<file path="config.mk">
export PLATFORM = sky130hd
export DESIGN_NAME = sram_slave_param
export DESIGN_NICKNAME = d
export VERILOG_FILES = /design/src/rtl/sram_slave_param.sv
export SDC_FILE = /design/constraint.sdc
export NUM_CORES = 2
export LEC_CHECK = 0
export ABC_AREA = 1
export CAP_MARGIN = 10
export CORE_UTILIZATION = 47
export CTS_CLUSTER_SIZE = 8
export DETAILED_ROUTE_END_ITERATION = 10
export PLACE_DENSITY_LB_ADDON = 0.15
export SLEW_MARGIN = 5
export SYNTH_ARGS = -nofsm -noshare
export SYNTH_HDL_FRONTEND = slang
export SYNTH_SLANG_ARGS = --single-unit
</file>
<file path="constraint.sdc">
create_clock -name clk -period 3.01 [get_ports clk]
set_input_delay 0.602 -clock clk [delete_from_list [all_inputs] [get_ports clk]]
set_output_delay 0.602 -clock clk [all_outputs]
set_load 0.05 [all_outputs]
</file>
<file path="src/rtl/sram_slave_param.sv">
`default_nettype none
// ============================================================================
// Module   : sram_slave_param
// Purpose  : Single-port synchronous SRAM slave with byte write strobes,
//            out-of-range address detection and a parameterisable read
//            latency. Writes complete in one cycle and may be issued every
//            cycle. A read blocks further requests until its data is
//            returned RD_LAT cycles after acceptance.
// Revision : 1.0 - initial release
// ----------------------------------------------------------------------------
// Parameters
//   ADDR_W    address width in bits
//   DATA_W    data width in bits (multiple of 8, 8..64)
//   DEPTH     number of words (1..2**ADDR_W)
//   RD_LAT    read latency in cycles (1..4)
// Ports
//   clk       clock, all logic on the rising edge
//   rst       synchronous active-high reset (storage is not cleared)
//   scs       request present
//   swrite    1 = write, 0 = read (qualified by scs)
//   saddr     word address
//   sdatain   write data
//   sstrb     byte write enables, bit i covers sdatain[8i+7:8i]
//   sready    slave accepts a request this cycle
//   swack     one-cycle write acknowledge
//   srvalid   one-cycle read data valid
//   srdataout read data, holds its last valid value between reads
//   serr      out-of-range flag, only ever high alongside swack or srvalid
// ============================================================================
module sram_slave_param #(
  parameter int ADDR_W = 8,
  parameter int DATA_W = 8,
  parameter int DEPTH  = 256,
  parameter int RD_LAT = 1
) (
  input  logic                clk,
  input  logic                rst,
  input  logic                scs,
  input  logic                swrite,
  input  logic [ADDR_W-1:0]   saddr,
  input  logic [DATA_W-1:0]   sdatain,
  input  logic [DATA_W/8-1:0] sstrb,
  output logic                sready,
  output logic                swack,
  output logic                srvalid,
  output logic [DATA_W-1:0]   srdataout,
  output logic                serr
);

  localparam int c_NBYTES = DATA_W / 8;
  localparam int c_CNT_W  = $clog2(RD_LAT + 1);
  localparam int c_IDX_W  = (DEPTH > 1) ? $clog2(DEPTH) : 1;

  // DEPTH may equal 2**ADDR_W, so the range compare is done one bit wider.
  localparam logic [ADDR_W:0]    c_DEPTH_X = (ADDR_W + 1)'(DEPTH);
  localparam logic [c_CNT_W-1:0] c_ONE     = c_CNT_W'(1);
  localparam logic [c_CNT_W-1:0] c_LAST    = c_CNT_W'(RD_LAT - 1);

  typedef enum logic [0:0] {
    ST_IDLE  = 1'b0,
    ST_RBUSY = 1'b1
  } state_t;

  // --------------------------------------------------------------------------
  // Storage and address decode
  // --------------------------------------------------------------------------
  logic [DATA_W-1:0] mem_q [DEPTH];

  logic               w_in_range;
  logic [c_IDX_W-1:0] w_idx;
  logic [DATA_W-1:0]  w_rd_word;
  logic               w_accept;

  state_t              state_q, state_d;
  logic [c_CNT_W-1:0]  cnt_q, cnt_d;
  logic                swack_q, swack_d;
  logic                srvalid_q, srvalid_d;
  logic                serr_q, serr_d;
  logic [DATA_W-1:0]   rdata_q, rdata_d;
  logic [DATA_W-1:0]   rbuf_q, rbuf_d;
  logic                rerr_q, rerr_d;

  assign w_in_range = ({1'b0, saddr} < c_DEPTH_X);
  assign w_idx      = saddr[c_IDX_W-1:0];
  // Out-of-range reads return zeros rather than whatever the index aliases to.
  assign w_rd_word  = w_in_range ? mem_q[w_idx] : '0;
  assign w_accept   = scs && (state_q == ST_IDLE);

  // Storage has no reset; a request coinciding with rst is dropped.
  always_ff @(posedge clk) begin
    if (!rst && w_accept && swrite && w_in_range) begin
      for (int b = 0; b < c_NBYTES; b++) begin
        if (sstrb[b]) begin
          mem_q[w_idx][8*b +: 8] <= sdatain[8*b +: 8];
        end
      end
    end
  end

  // --------------------------------------------------------------------------
  // Control FSM: state register
  // --------------------------------------------------------------------------
  always_ff @(posedge clk) begin
    if (rst) begin
      state_q   <= ST_IDLE;
      cnt_q     <= '0;
      swack_q   <= 1'b0;
      srvalid_q <= 1'b0;
      serr_q    <= 1'b0;
      rdata_q   <= '0;
      rbuf_q    <= '0;
      rerr_q    <= 1'b0;
    end else begin
      state_q   <= state_d;
      cnt_q     <= cnt_d;
      swack_q   <= swack_d;
      srvalid_q <= srvalid_d;
      serr_q    <= serr_d;
      rdata_q   <= rdata_d;
      rbuf_q    <= rbuf_d;
      rerr_q    <= rerr_d;
    end
  end

  // --------------------------------------------------------------------------
  // Control FSM: next state and response generation
  // --------------------------------------------------------------------------
  always_comb begin
    state_d   = state_q;
    cnt_d     = cnt_q;
    swack_d   = 1'b0;
    srvalid_d = 1'b0;
    serr_d    = 1'b0;
    rdata_d   = rdata_q;
    rbuf_d    = rbuf_q;
    rerr_d    = rerr_q;

    case (state_q)
      ST_IDLE: begin
        if (w_accept) begin
          if (swrite) begin
            swack_d = 1'b1;
            serr_d  = !w_in_range;
          end else if (RD_LAT == 1) begin
            // Single-cycle read: respond directly, never leave IDLE.
            srvalid_d = 1'b1;
            serr_d    = !w_in_range;
            rdata_d   = w_rd_word;
          end else begin
            // Data is snapshotted now so a write accepted in the srvalid
            // cycle cannot disturb it. The counter counts edges since accept.
            state_d = ST_RBUSY;
            cnt_d   = c_ONE;
            rbuf_d  = w_rd_word;
            rerr_d  = !w_in_range;
          end
        end
      end

      ST_RBUSY: begin
        if (cnt_q == c_LAST) begin
          // Return to IDLE on the same edge that raises srvalid, so sready
          // is already high during the data cycle.
          state_d   = ST_IDLE;
          cnt_d     = '0;
          srvalid_d = 1'b1;
          serr_d    = rerr_q;
          rdata_d   = rbuf_q;
        end else begin
          cnt_d = cnt_q + c_ONE;
        end
      end

      default: begin
        state_d = ST_IDLE;
        cnt_d   = '0;
      end
    endcase
  end

  assign sready    = (state_q == ST_IDLE);
  assign swack     = swack_q;
  assign srvalid   = srvalid_q;
  assign serr      = serr_q;
  assign srdataout = rdata_q;

endmodule
`default_nettype wire

</file>
==> metrics.yaml <==
logic_synthesis:
  synth_compound_area_share_pct: 0.918
  syn_nets: 7564
  yosys_warnings: 0
  synth_top_family_by_area: "simple AND/OR/NAND/NOR gates"
  synth.distinct_cells: 24
  synth_fa_ha_area_share_pct: 0
  synth_top_area_share_pct: 73.5
  yosys.area_share.xor_xnor_pct: 0
  syn_inst: 7543
  synth.mux.area_fraction_pct: 0
  yosysSeqAreaShare_pct: 73.7
  synth_area_per_cell_um2: 11.1
  yosysTopAreaCell: "edfxtp_1"
  synth_area_mm2: 0.0837
  ys_ff_latch: 2058
  ys_top_cells_by_area: "edfxtp_1, nand2_1, nor2_1"
  synth_simple_gate_area_share_pct: 23.0
power:
  power_density_mw_per_mm2: 651
  irDropWorstVdd_v: 0.000571
  finalPower_mw: 65.2
  cellLeakagePower_nw: 38.8
sta:
  rsz0062_at_grt: "false"
  finalSetupViolCount: 0
  layout_min_cycle_time_ps: 2960
  slew_headroom_pct: 47.7
  clock-skew-final_ps: 52.5
  drv_slew: 0
  hold_violations: 0
  max_freq_mhz: 338
  whs_ps: 128
  worstMarginPinSlew_ps: 784
  period_share_pct: 98.2
  fin_setup_tns_ps: 0
floorplan:
  die_area_mm2: 0.180
  std_cell_rows: 154
  fp.dieH_um: 424
  coreArea_mm2: 0.176
  start_util_pct: 47.4
  die_width_um: 424
  ios: 33
worst_hold_path:
  whs_endpoint: "mem_q[35][6]"
  worstHoldStart: "sdatain[6]"
  hold_depth: 1
  min_path_type: "input port to flip-flop"
global_route:
  track_usage_pct: 27.7
  grt_overflow_total: 0
  use_met3_pct: 4.48
  met1_usage_pct: 38.0
  grt_pass1_vias: 55900
  grt_busiest_layer: "met2"
  grt_max_degree: 91
  antenna_found_initial: 3
  grt_pass1_wl_um: 367000
  grt_use_met2_pct: 44.4
worst_setup_path:
  cp-startpoint: "srdataout[2]"
  worstPathRequired_ps: 2410
  cp.buffers_inverters: 1
  cp_cell_sequence: "clkdlybuf4s50_1"
  startpoint_type: "flip-flop"
  path_depth: 1
  crit_type: "flip-flop to output pin"
  crit_slowest_cell: "clkdlybuf4s50_1"
  critical-path-max-stage-delay_ps: 880
  regToRegSetupSlack_ps: 820
  crit_path_end_kind: "output pin"
  cpLargestDelayFamily: "buffers and inverters"
  reg2reg_to: "srdataout[4]"
  crit_fanout: 2
  regToRegStartpoint: "mem_q[205][4]"
  reg2regPathDepth: 14
  critPathArrivalTime_ps: 2350
clock_network:
  max-clock-path-buffers: 4
  hold_buffers: 0
  clk_pin_slew_ps: 50
  cts_resized: 0
  htreeDepth: 5
  cts_setup_buffers: 0
  root_buffer: "clkbuf_16"
  clock-sinks: 2058
  cts-buffers-inserted: 307
  cts_tree: "done"
  clock_latency_ps: 920
final_layout:
  seq_area_mm2: 0.0617
  syn_to_final_growth_pct: 19.6
  final_nets: 8195
  multi_input_area_mm2: 0.0201
  fillCellCount: 14600
  finalNonFillerCells: 10600
  drive_gt1_share_pct: 13.0
detailed_routing:
  drcViolationCount: 0
  wl_per_cell_um: 23.6
  vias: 57500
  postRouteAntennaNets: 0
  routed_via_density: 5.45
  detail_route.wirelength_um: 249000
  drtPass1Iterations: 6
  drtIter0Drc: 5885
run_status:
  status: "complete, no violations"
placement:
  detailed_place_hpwl_um: 155000
  place_inst: 10200
  io_buffers: 30
  gp_congestion: 0.898
job:
  maxCapViolCount: 0
[kinds of logic (layout without fill, tap and decap cells)]
kind of cell           count (synthesis)  after routing
AOI/OAI and AO/OA                    153            153
other                                  2              9
and+or+nand+nor                     4891           4891
DFF                                 2058           2058
buffers and inverters                439           1103
[stage by stage]
step,setup slack [ps],util [%],instance area [µm²]
2_1_floorplan,433,-,83700
3_3_place_gp,-351,52.2,92100
3_5_place_dp,-334,52.2,92100
4_1_cts,9.01,56.7,100000
5_1_grt,55.7,56.7,100000
6_report,53.3,56.7,100000
[sequential cells by signal (all words and copies together) (netlist names)]
signal     cells
mem_q       2048
srdataout      8
srvalid        1
swack          1
[synth_stat cells, drive strengths merged]
master,instances
a21oi,68
buf,298
clkbuf,121
clkinv,4
conb,2
dfxtp,10
edfxtp,2048
inv,16
nand2,3770
nand3,375
nand4,155
nor2,586
nor3,5
o21ai,84
o21bai,1
[layout by cell type, fill, tap and decap left out]
cell	count
o21ai_0	75
edfxtp_1	2048
clkinv_1	3
nand2_1	3754
nor2_1	580
dfxtp_1	10
o21bai_1	1
buf_4	588
clkbuf_16	314
nor3_1	1
clkinv_8	1
a21oi_1	68
inv_8	1
conb_1	2
nor2_4	6
clkbuf_1	23
buf_12	123
nor3_2	4
bufinv_16	1
buf_8	10
inv_6	4
nand3_1	375
clkdlybuf4s50_1	20
inv_16	1
nand4_1	155
o21ai_1	9
inv_1	14
nand2_2	16
diode_2	7
[layout make-up]
| type | count | share of cell area, % |
|---|---|---|
| multi-input combinational | 5046 | 20.1 |
| clock inverter | 5 | 0.0725 |
| antenna | 7 | 0.0175 |
| inverter | 20 | 0.104 |
| sequential | 2058 | 61.6 |
| clock buffer | 337 | 7.94 |
| timing repair buffer | 741 | 7.22 |
| tap | 2340 | 2.93 |
[worst max path at each step]
| stage | slack [ps] | end |
|---|---|---|
| 3_5_place_dp | -330 | srdataout[4] |
| 2_1_floorplan | 430 | mem_q[96][0] |
| 3_3_place_gp | -350 | srdataout[4] |
| 4_1_cts | 9 | srdataout[2] |
| 6_report | 50 | srdataout[2] |
| 5_1_grt | 60 | srdataout[2] |
[where the power goes]
part	total (mW)	internal (mW)	switching [mW]	leakage, nW
clock network	29.7	18.3	11.3	3.93
logic	3.87	1.10	2.77	16.4
registers	31.6	31.6	0.0222	18.5
total	65.2	51.0	14.1	38.8
[layer usage]
layer	vias to the layer above	part of all wire (%)	wire, µm
met5	-	0	0
met2	2341	47	118000
li1	26500	-	-
met4	0	3.4	8430
met1	28100	42	104000
met3	470	7.5	18700
No activity file was read; power rests on OpenSTA's default activity.
